`src/rtl/wb_regfile.sv`:
```
// rtl/wb_regfile.sv - write-back stage scalar and vector register files with byte-lane insert
// Optional feature: define WB_BYPASS_EN for same-cycle write-through forwarding to read ports.
module wb_regfile (
   input  logic        clk,
   input  logic        rst,
   input  logic [31:0] Do,
   input  logic [7:0]  Dob,
   input  logic [31:0] ALU_Result,
   input  logic        WE_C,
   input  logic        WE_V,
   input  logic        SEL_DAT,
   input  logic        SEL_STO,
   input  logic        SEL_C,
   input  logic [3:0]  Rg,
   input  logic [3:0]  RA_A,
   input  logic [3:0]  RA_B,
   output logic [31:0] RD_A,
   output logic [31:0] RD_B,
   input  logic [3:0]  RV,
   output logic [31:0] VD,
   output logic [1:0]  LANE,
   output logic        VREADY
);

   logic [31:0] s_mem [16];
   logic [31:0] v_mem [16];
   logic [3:0]  last_rg;
   logic [31:0] wd;
   logic [1:0]  ins_lane;
   logic [31:0] v_merged;
   logic [31:0] v_next;

   // Write-data mux: ALU result, full memory word, or zero-extended memory byte.
   always_comb begin
      wd = ALU_Result;
      if (SEL_DAT) begin
         wd = SEL_STO ? {24'b0, Dob} : Do;
      end
   end

   // Lane for this insert restarts at 0 when the target register changes; merge Dob into that lane.
   always_comb begin
      ins_lane = (Rg == last_rg) ? LANE : 2'd0;
      v_merged = v_mem[Rg];
      case (ins_lane)
         2'd0:    v_merged[7:0]   = Dob;
         2'd1:    v_merged[15:8]  = Dob;
         2'd2:    v_merged[23:16] = Dob;
         default: v_merged[31:24] = Dob;
      endcase
      v_next = SEL_C ? v_merged : wd;
   end

   // Scalar file; entry 0 is never written so it always reads zero.
   always_ff @(posedge clk or posedge rst) begin
      if (rst) begin
         for (int i = 0; i < 16; i++) begin
            s_mem[i] <= 32'b0;
         end
      end else if (WE_C && (Rg != 4'd0)) begin
         s_mem[Rg] <= wd;
      end
   end

   // Vector file; full-word write or single byte-lane insert.
   always_ff @(posedge clk or posedge rst) begin
      if (rst) begin
         for (int i = 0; i < 16; i++) begin
            v_mem[i] <= 32'b0;
         end
      end else if (WE_V) begin
         v_mem[Rg] <= v_next;
      end
   end

   // Lane pointer, last-insert register and the lane-3 completion pulse.
   always_ff @(posedge clk or posedge rst) begin
      if (rst) begin
         LANE    <= 2'd0;
         last_rg <= 4'd0;
         VREADY  <= 1'b0;
      end else begin
         VREADY <= WE_V && SEL_C && (ins_lane == 2'd3);
         if (WE_V) begin
            if (SEL_C) begin
               LANE    <= ins_lane + 2'd1;
               last_rg <= Rg;
            end else begin
               LANE <= 2'd0;
            end
         end
      end
   end

`ifdef WB_BYPASS_EN
   // Read ports forward the value being written this cycle when addresses match.
   always_comb begin
      RD_A = s_mem[RA_A];
      RD_B = s_mem[RA_B];
      VD   = v_mem[RV];
      if (!rst) begin
         if (WE_C && (Rg != 4'd0) && (RA_A == Rg)) RD_A = wd;
         if (WE_C && (Rg != 4'd0) && (RA_B == Rg)) RD_B = wd;
         if (WE_V && (RV == Rg))                   VD   = v_next;
      end
   end
`else
   // Read ports return stored contents only.
   always_comb begin
      RD_A = s_mem[RA_A];
      RD_B = s_mem[RA_B];
      VD   = v_mem[RV];
   end
`endif

endmodule

```
`config.mk`:
```
export PLATFORM = sky130hd
export DESIGN_NAME = wb_regfile
export DESIGN_NICKNAME = d
export VERILOG_FILES = /design/src/rtl/wb_regfile.sv
export SDC_FILE = /design/constraint.sdc
export NUM_CORES = 2
export LEC_CHECK = 0
export CAP_MARGIN = 20
export CORE_MARGIN = 1.5
export CORE_UTILIZATION = 55
export DETAILED_ROUTE_END_ITERATION = 7
export GPL_ROUTABILITY_DRIVEN = 0
export HOLD_SLACK_MARGIN = 0.06
export PLACE_DENSITY = 0.73
export SKIP_CTS_REPAIR_TIMING = 1
export SYNTH_ARGS = -nofsm -noshare
export SYNTH_HDL_FRONTEND = slang
export SYNTH_SLANG_ARGS = --single-unit
```
`constraint.sdc`:
```
create_clock -name clk -period 49.6 [get_ports clk]
set_input_delay 7.44 -clock clk [delete_from_list [all_inputs] [get_ports clk]]
set_output_delay 7.44 -clock clk [all_outputs]
set_load 0.005 [all_outputs]
```
==> flow_summary.json <==
{
  "antenna_found_initial": 5,
  "clk_latency_ns": 0.72,
  "htree_levels": 3,
  "worstPathRequired_ns": 42.16,
  "worstSetupPathType": "input port to primary output",
  "io_pins": 194,
  "min_period_ns": 18.71,
  "synth_area_um2": 56580,
  "fin_crit_sh_pct": 37.72,
  "min_to": "s_mem[482]",
  "drive_gt1_share_pct": 25.85,
  "syn2layout_area_growth_pct": 11.63,
  "die_x_um": 323.7,
  "crit_path_start_kind": "input port",
  "muxShareOfSynthArea_pct": 24.74,
  "status": "completed",
  "num_rows": 117,
  "synth_nets": 4877,
  "maxSlewViolCount": 0,
  "min_from": "s_mem[482]",
  "fin_tns_setup_ns": 0,
  "rr_startpoint": "last_rg[3]",
  "min_path_cells": 0,
  "yosysUniqueCellTypes": 54,
  "seqPwrFrac_pct": 43.2,
  "dr.pass1.iters": 7,
  "cts_tree": "built",
  "vias": 44938,
  "route.detailed.drc": 0,
  "grt_first_pass_wirelength_um": 283200,
  "finalHoldViolations": 0,
  "max-cap-violations": 0,
  "synth_top_family_by_area": "multiplexers",
  "rsz0062_at_grt": "no",
  "intPower_uw": 1894,
  "n_antenna_cell": 0,
  "numCtsBuffers": 107,
  "overflow": 0,
  "crit_chain": "clkbuf_8 > buf_4 > buf_4 > mux4_2 > mux4_2 > clkdlybuf4s50_1",
  "mostFrequentLayoutCell": "dfrtp_1",
  "path_clk_slew_ns": 0.06,
  "yosys_warnings": 0,
  "pwr-share-comb_pct": 23.2,
  "synth_compound_area_share_pct": 16.55,
  "cts.path.max_buffers": 3,
  "die_area_um2": 104800,
  "layout_common_cells": "1031 x dfrtp_1, 893 x nand2_1, 594 x mux4_2",
  "fmax_mhz": 53.45,
  "utilization_pct": 61.99,
  "synthAdderAreaFrac_pct": 0.06634,
  "seq_area_frac_synth_pct": 45.60,
  "cts_root_buf": "clkbuf_16",
  "crit_path_max_fanout": 53,
  "slew_headroom_pct": 9.953,
  "globalRouteTotalUtil_pct": 36.36,
  "nets": 4672,
  "skew_ns": 0.02790,
  "setup_violations": 0,
  "yosysTopAreaCellShare_pct": 45.60,
  "reg2reg_slack_ns": 45.71,
  "worst_slew_pin_slew_ns": 1.346,
  "fp.dieH_um": 323.7,
  "synth_cells": 4779,
  "dp_hpwl_um": 100900,
  "coreArea_um2": 101900,
  "worstRegToRegCells": 9,
  "viasPerCell": 7.447,
  "arrival_ns": 11.27,
  "leakage_uw": 0.02568,
  "drt_wl_total_um": 188300,
  "avgSynthCellArea_um2": 11.84,
  "cts_num_sinks": 1031,
  "max_stage_delay_ns": 0.90,
  "numPortBuffers": 193,
  "grt_pass1_vias": 44634,
  "initial_core_util_pct": 55.53,
  "cellPowerDensity_nw_per_um2": 42.59,
  "grt_max_degree": 148,
  "detail-route-antenna-nets": 0,
  "endpoint_kind": "primary output",
  "ys_ff_latch": 1031,
  "peakVddDrop_mv": 0.03160,
  "routedWlPerCell_um": 31.20,
  "sw_frac_of_total_pct": 29.57,
  "cp_slowest_cell": "buf_4",
  "synth_simple_gate_area_share_pct": 8.337,
  "synth-xor-area-share_pct": 0.1084,
  "p_sw_uw": 795.5,
  "p_clk_share_pct": 33.5,
  "min_path_type": "flop to flop",
  "drt-initial-drc-count": 6855,
  "synth_top_area_cell": "dfrtp_1",
  "synth_area_leaders": "dfrtp_1 46%, mux4_2 24%, nand2_1 5.9%",
  "rr_endpoint": "v_mem[465]"
}
power groups by stage:
stage,clock (uW),combinational (uW),sequential [uW]
2_1_floorplan,0,460,1120
3_3_place_gp,0,596,1150
3_5_place_dp,0,617,1160
4_1_cts,905,621,1150
5_1_grt,938,679,1180
6_report,902,625,1160
through the flow:
step                hold slack [ns]  cell area [um^2]  power (uW)  setup slack, ns  instances
detailed placement           0.3833             59090        1782            30.86       5828
finish                       0.3960             63160        2690            30.89       6034
CTS                          0.3971             63030        2680            30.84       6029
global route                 0.4088             63160        2796            30.65       6034
global placement             0.3766             59070        1750            30.91       5827
floorplan                    0.4413             56580        1581            13.15       4779
final cells by class:
type,count,area [um^2]
Clock buffer,143,3043
Clock inverter,58,905.9
Fill cell,7740,38730
Inverter,12,52.55
Multi-Input combinational cell,3123,28840
Sequential cell,1031,25800
Tap cell,1368,1712
Timing Repair Buffer,299,2801
worst max-delay path: cells and delay by family:
family	cells	cell delay, ns
buf+inv	4	2.61
mux	2	1.14
cell families after synthesis:
group	after synthesis
adders and majority gates	3
buffers and inverters	625
DFF	1031
xor gates and xnor gates	4
AOI/OAI and AO/OA	1298
and+or+nand+nor	1167
muxes	651
flip-flops by register name, summed over array words and instances, names as in the netlist:
name	flops
last_rg	4
v_mem	512
VREADY	1
LANE	2
s_mem	512
Yosys cell counts, drive strengths merged:
cell,count
dfrtp,1031
nand2,893
mux4,594
o21ai,553
clkbuf,442
o221ai,320
buf,171
nor2,144
o22ai,133
a211oi,128
o221a,64
nand3,56
mux2,40
a22oi,38
a21oi,33
nor2b,29
a221o,20
mux2i,17
inv,12
or3,9
nor4,7
and3,6
nand2b,6
a221oi,4
nor3,4
xnor2,4
ha,3
nand4,3
a211o,2
and2,2
and3b,2
o21a,2
or2,2
and2b,1
nand3b,1
nor3b,1
o211ai,1
or3b,1
worst max path at each step:
stage,start,cells past startpoint,slack (ns),end
after global routing,RV[0],6,30.65,VD[8]
after floorplan,rst,1,13.15,LANE[0]
after CTS,RV[0],6,30.84,VD[8]
after detailed placement,RV[0],6,30.86,VD[8]
final,RV[0],6,30.89,VD[2]
after global placement,RV[0],6,30.91,VD[8]
layer usage:
metal,GRT usage [%],part of all wire [%],vias up
met1,47.57,36,22859
li1,-,-,17971
met2,55.37,46,3326
met3,10.11,13,778
met5,0,0.024,-
met4,19.85,6.1,4
Power figures use the tool's default switching activity.
